<file path="src/rtl/block_scan_ctrl.sv">
// Frame sequencer for the 8x8 block datapath. It walks the image one tile at a
// time, in raster order within each tile and in raster order of tiles, and
// issues pixel read addresses plus per-beat tags over a valid/ready handshake.
module block_scan_ctrl #(
    parameter int unsigned IMG_W_BLK = 8,
    parameter int unsigned IMG_H_BLK = 8,
    parameter int unsigned ADDR_W    = 12,
    parameter int unsigned BLK_W     = 6
) (
    input  logic              clk,
    input  logic              rst,
    input  logic              i_start,
    input  logic              i_abort,
    output logic [ADDR_W-1:0] o_addr,
    output logic              o_addr_valid,
    input  logic              i_addr_ready,
    output logic [BLK_W-1:0]  o_blk_idx,
    output logic              o_blk_first,
    output logic              o_blk_last,
    output logic              o_frame_last,
    output logic              o_busy,
    output logic              o_done
);

    localparam int unsigned IMG_W = 8 * IMG_W_BLK;
    localparam logic [BLK_W-1:0] LAST_BCOL = BLK_W'(IMG_W_BLK - 1);
    localparam logic [BLK_W-1:0] LAST_BROW = BLK_W'(IMG_H_BLK - 1);

    typedef enum logic [1:0] {
        S_IDLE = 2'd0,
        S_RUN  = 2'd1,
        S_DONE = 2'd2
    } state_t;

    state_t            r_state;
    state_t            w_state_nxt;

    // Counters describe the beat currently presented on the output registers.
    logic [2:0]        r_px, r_py;
    logic [BLK_W-1:0]  r_bcol, r_brow;
    logic [2:0]        w_px_adv, w_py_adv, w_px_nxt, w_py_nxt;
    logic [BLK_W-1:0]  w_bcol_adv, w_brow_adv, w_bcol_nxt, w_brow_nxt;

    logic              w_xfer;
    logic              w_valid_nxt;
    logic [ADDR_W-1:0] w_addr_nxt;
    logic [BLK_W-1:0]  w_blk_idx_nxt;
    logic              w_blk_first_nxt, w_blk_last_nxt, w_frame_last_nxt;
    logic              w_done_nxt;

    assign w_xfer = o_addr_valid & i_addr_ready;

    // State register.
    always_ff @(posedge clk or negedge rst) begin
        if (!rst) begin
            r_state <= S_IDLE;
        end else begin
            r_state <= w_state_nxt;
        end
    end

    // Next-state logic; abort overrides every other request.
    always_comb begin
        w_state_nxt = r_state;
        case (r_state)
            S_IDLE:  if (i_start) w_state_nxt = S_RUN;
            S_RUN:   if (w_xfer && o_frame_last) w_state_nxt = S_DONE;
            S_DONE:  w_state_nxt = S_IDLE;
            default: w_state_nxt = S_IDLE;
        endcase
        if (i_abort) begin
            w_state_nxt = S_IDLE;
        end
    end

    // Counter advance by compare-to-limit so non-power-of-two widths wrap correctly.
    always_comb begin
        w_px_adv   = r_px;
        w_py_adv   = r_py;
        w_bcol_adv = r_bcol;
        w_brow_adv = r_brow;
        if (r_px == 3'd7) begin
            w_px_adv = 3'd0;
            if (r_py == 3'd7) begin
                w_py_adv = 3'd0;
                if (r_bcol == LAST_BCOL) begin
                    w_bcol_adv = '0;
                    w_brow_adv = r_brow + BLK_W'(1);
                end else begin
                    w_bcol_adv = r_bcol + BLK_W'(1);
                end
            end else begin
                w_py_adv = r_py + 3'd1;
            end
        end else begin
            w_px_adv = r_px + 3'd1;
        end
    end

    // Output logic: next counters and the registered beat derived from them.
    always_comb begin
        w_px_nxt   = 3'd0;
        w_py_nxt   = 3'd0;
        w_bcol_nxt = '0;
        w_brow_nxt = '0;
        if (r_state == S_RUN && w_state_nxt == S_RUN) begin
            if (w_xfer) begin
                w_px_nxt   = w_px_adv;
                w_py_nxt   = w_py_adv;
                w_bcol_nxt = w_bcol_adv;
                w_brow_nxt = w_brow_adv;
            end else begin
                w_px_nxt   = r_px;
                w_py_nxt   = r_py;
                w_bcol_nxt = r_bcol;
                w_brow_nxt = r_brow;
            end
        end

        w_valid_nxt      = (w_state_nxt == S_RUN);
        w_addr_nxt       = '0;
        w_blk_idx_nxt    = '0;
        w_blk_first_nxt  = 1'b0;
        w_blk_last_nxt   = 1'b0;
        w_frame_last_nxt = 1'b0;
        if (w_valid_nxt) begin
            w_addr_nxt       = ADDR_W'(ADDR_W'({w_brow_nxt, w_py_nxt}) * ADDR_W'(IMG_W)
                                       + ADDR_W'({w_bcol_nxt, w_px_nxt}));
            w_blk_idx_nxt    = BLK_W'(w_brow_nxt * BLK_W'(IMG_W_BLK) + w_bcol_nxt);
            w_blk_first_nxt  = (w_px_nxt == 3'd0) && (w_py_nxt == 3'd0);
            w_blk_last_nxt   = (w_px_nxt == 3'd7) && (w_py_nxt == 3'd7);
            w_frame_last_nxt = w_blk_last_nxt && (w_bcol_nxt == LAST_BCOL)
                               && (w_brow_nxt == LAST_BROW);
        end
        w_done_nxt = (r_state == S_DONE) && !i_abort;
    end

    // Counter and output registers.
    always_ff @(posedge clk or negedge rst) begin
        if (!rst) begin
            r_px         <= 3'd0;
            r_py         <= 3'd0;
            r_bcol       <= '0;
            r_brow       <= '0;
            o_addr       <= '0;
            o_addr_valid <= 1'b0;
            o_blk_idx    <= '0;
            o_blk_first  <= 1'b0;
            o_blk_last   <= 1'b0;
            o_frame_last <= 1'b0;
            o_busy       <= 1'b0;
            o_done       <= 1'b0;
        end else begin
            r_px         <= w_px_nxt;
            r_py         <= w_py_nxt;
            r_bcol       <= w_bcol_nxt;
            r_brow       <= w_brow_nxt;
            o_addr       <= w_addr_nxt;
            o_addr_valid <= w_valid_nxt;
            o_blk_idx    <= w_blk_idx_nxt;
            o_blk_first  <= w_blk_first_nxt;
            o_blk_last   <= w_blk_last_nxt;
            o_frame_last <= w_frame_last_nxt;
            o_busy       <= w_valid_nxt;
            o_done       <= w_done_nxt;
        end
    end

endmodule

</file>
<file path="config.mk">
export PLATFORM = sky130hd
export DESIGN_NAME = block_scan_ctrl
export DESIGN_NICKNAME = d
export VERILOG_FILES = /design/src/rtl/block_scan_ctrl.sv
export SDC_FILE = /design/constraint.sdc
export NUM_CORES = 1
export LEC_CHECK = 0
export BUFFER_PORTS_ARGS = -buffer_cell sky130_fd_sc_hd__buf_2
export CAP_MARGIN = 20
export CORE_MARGIN = 2
export CORE_UTILIZATION = 35
export DETAILED_ROUTE_END_ITERATION = 6
export PLACE_DENSITY = 0.67
export SYNTH_ARGS = -nofsm -noshare
export SYNTH_HDL_FRONTEND = slang
export SYNTH_SLANG_ARGS = --single-unit
</file>
<file path="constraint.sdc">
create_clock -name clk -period 3.25 [get_ports clk]
set_clock_uncertainty 0.1 [all_clocks]
set_input_delay 0.4875 -clock clk [delete_from_list [all_inputs] [get_ports clk]]
set_output_delay 0.4875 -clock clk [all_outputs]
set_load 0.02 [all_outputs]
</file>
==> impl_metrics.csv <==
group,metric,value,unit
placed_design,numPortBuffers,28,
placed_design,gp_congestion,0.881,
drt,wl_per_cell,14.1,um
pwr,combPwrFrac,4.7,%
placed_design,dpl.hpwl,3280,um
yosys,async_reset_ff_share,100,%
sta,clock.fmax,0.319,GHz
pwr,power_density,390,nW/um^2
die,ios,29,
grt,track_usage,14.6,%
die,die_w,81.7,um
sta,tightest_slew,0.861,ns
yosys,synth-main-ff-cell,"dfrtp_1",
finish,ff_latch_area,1000,um^2
sta,min_period,3.14,ns
clock_network,htree_levels,2,
finish,drive_gt1_share,26.1,%
critical_path,slowest_stage,"mux4_2",
clock_network,cts_num_sinks,40,
finish,final_cell_area,2530,um^2
drt,wl,4410,um
critical_path,reg2regPathDepth,12,
critical_path,crit_required,3.38,ns
pwr,p_sw,0.199,mW
yosys,syn_nets,217,
critical_path,worst-path-buf-inv,2,
drt,ant_nets,0,
critical_path,cp_top_family,"adder cells",
flow_run,drv_cap,0,
sta,fin_crit_sh,96.6,%
yosys,yosysWarnings,0,
pwr,p_leak,1.23,nW
yosys,synthTopCellsByArea,"dfrtp_1 (47%), ha_1 (5.9%), nor2_1 (3.7%)",
finish,antenna_cells,0,
yosys,ys_ff_latch,40,
status,outcome,"finished, final reports clean",
clock_network,insertion_delay,0.29,ns
clock_network,clk_path_buf_depth,2,
sta,relSlewSlack,42.6,%
drt,num_vias,1603,
hold_path,hp-class,"primary input to asynchronous set/reset pin",
drt,firstDrtPassIters,4,
sta,hold_ws,0.212,ns
placed_design,place_ws,0.0746,ns
yosys,synth_commonest_cells,"dfrtp_1 (40), nor2_1 (21), nand2_1 (14)",
yosys,syn-cell-area,2110,um^2
drt,drtIter0Drc,89,
sta,finalWorstSetupSlack,0.112,ns
finish,syn_to_final_growth,19.5,%
critical_path,path_depth,12,
grt,grt_antenna_before_repair,0,
sta,rsz0062_at_grt,"true",
critical_path,cp_common_cell,"ha_1",
yosys,ys_seq_area_share,47.4,%
sta,setup_viol,0,
critical_path,cp-end-kind,"flop",
die,start_util,35.9,%
clock_network,tritoncts,"built",
drt,viasPerCell,5.12,
critical_path,worstPathArrival,3.27,ns
clock_network,clock-root-buffer,"clkbuf_8",
yosys,synth.distinct_cells,50,
grt,gr-total-overflow,0,
pwr,p_clk_share,44.1,%
finish,multiInputGateArea,1050,um^2
die,core.rowCount,28,
critical_path,startpoint_type,"flop",
yosys,synthCells,200,
die,die_h,81.7,um
critical_path,crit_path_max_fanout,7,
sta,hold_viol_final,0,
placed_design,placed_area,2370,um^2
sta,drv_slew,0,
yosys,yosysMostFrequentCell,"dfrtp_1",
finish,nFillCells,566,
pwr,intPower,0.785,mW
grt,grt_pass1_wl,7360,um
grt,grt_pass1_vias,1526,
clock_network,cts_made_buffers,5,
critical_path,cpPeakStageDelay,0.47,ns
drt,drc,0,
grt,grt_max_degree,41,
yosys,synth_enable_flop_cells,0,
die,coreArea,5890,um^2
finish,fin_nets,254,
pwr,vdd_drop_max,0.266,mV
pwr,power_frac_seq,51.2,%
pwr,switching_share,20.2,%
yosys,yosys.area.top_type,"dfrtp_1",
yosys,yosys.area.top_type_share,47.4,%
critical_path,crit_type,"flop to flop",
critical_path,path_cells,"ha_1 > ha_2 > nand4_1 > buf_6 > nor3_4 > mux2i_2 > ha_1 > inv_1 > fa_2 > or3_1 > mux4_2 > nand2_1",
yosys,syn_area_per_cell,10.6,um^2
die,fp.dieArea,6680,um^2
clock_network,path_clk_slew,0.08,ns
[through the flow]
stage | TNS [ns] | total power, mW | instances | util, %
after detailed placement | 0 | 0.562 | 302 | 40.2
after CTS | 0 | 1.00 | 310 | 42.4
after floorplan | -0.000195 | 0.541 | 200 | -
after global placement | 0 | 0.561 | 302 | 40.2
final | 0 | 0.984 | 313 | 42.9
after global routing | -0.0816 | 1.02 | 313 | 42.9
[sequential cells by signal, indices dropped and copies added, names as in the netlist]
signal	flops
r_py	3
o_addr	9
r_bcol	6
o_blk_first	1
o_blk_idx	6
o_frame_last	1
r_brow	6
r_px	3
o_done	1
o_blk_last	1
o_busy	1
r_state	2
[worst paths after layout]
kind / end / slack, ns / start
max: o_blk_idx[5] / 0.11 / r_py[1]
min: o_blk_last / 0.21 / rst
max reg2reg: o_blk_idx[5] / 0.11 / r_py[1]
min reg2reg: r_brow[5] / 0.46 / r_brow[5]
max in group asynchronous: r_state[0] / 2.30 / rst
min in group clk: o_done / 0.31 / i_abort
[power by group through the flow]
| stage | Clock [mW] | Combinational, mW | Sequential, mW |
|---|---|---|---|
| final | 0.434 | 0.0462 | 0.504 |
| after detailed placement | 0 | 0.0476 | 0.514 |
| after floorplan | 0 | 0.0265 | 0.514 |
| after global routing | 0.466 | 0.0524 | 0.505 |
| after CTS | 0.451 | 0.0476 | 0.504 |
| after global placement | 0 | 0.0474 | 0.514 |
[final cells by class]
cell class / count / share of cell area, %
Multi-Input combinational cell: 144 / 41.5
Clock buffer: 7 / 3.81
Timing Repair Buffer: 40 / 9.26
Inverter: 6 / 0.892
Clock inverter: 1 / 1.19
Tap cell: 75 / 3.71
Sequential cell: 40 / 39.6
[repair_timing]
action,in CTS,in global routing
gates resized for setup,0,4
setup endpoints to repair,0,4
setup buffers,0,3
hold buffers,0,0
[routing by layer]
| layer | part of all wire, % | global-route usage (%) |
|---|---|---|
| met1 | 47 | 20.2 |
| met2 | 47 | 23.3 |
| met3 | 4.6 | 2.97 |
| met4 | 0.70 | 4.50 |
| met5 | 0 | 0 |
[cells in the final DEF, fill, tap and decap left out, types with 2 or more instances in the layout]
master | Yosys | final
mux2i_1 | 6 | 5
o32ai_1 | 2 | 2
o31a_1 | 2 | 2
buf_2 | 2 | 28
nor3_1 | 6 | 6
a2111o_1 | 2 | 2
and2_1 | 4 | 4
nand4_1 | 3 | 3
a21oi_1 | 10 | 9
and3_1 | 2 | 2
nand2b_1 | 2 | 2
xnor2_1 | 6 | 6
o21a_1 | 4 | 4
ha_2 | 0 | 2
nand2_1 | 14 | 14
buf_4 | 4 | 11
or3b_1 | 2 | 2
clkbuf_8 | 0 | 7
xor2_1 | 2 | 2
ha_1 | 10 | 8
o21ai_0 | 3 | 2
or3_1 | 5 | 5
nor4_1 | 2 | 2
dfrtp_1 | 40 | 40
inv_1 | 6 | 6
nand4b_1 | 2 | 2
nor2_1 | 21 | 21
a21o_1 | 2 | 2
nand3_1 | 10 | 10
[logic make-up after synthesis]
family	after synthesis	share of synthesized area (%)
simple gates	85	22.6
compound gates	31	10.5
mux	8	4.44
fa+ha+maj	12	7.82
xor+xnor	8	3.32
flops	40	47.4
buf+inv	16	4.03
Power figures use the tool's default switching activity.
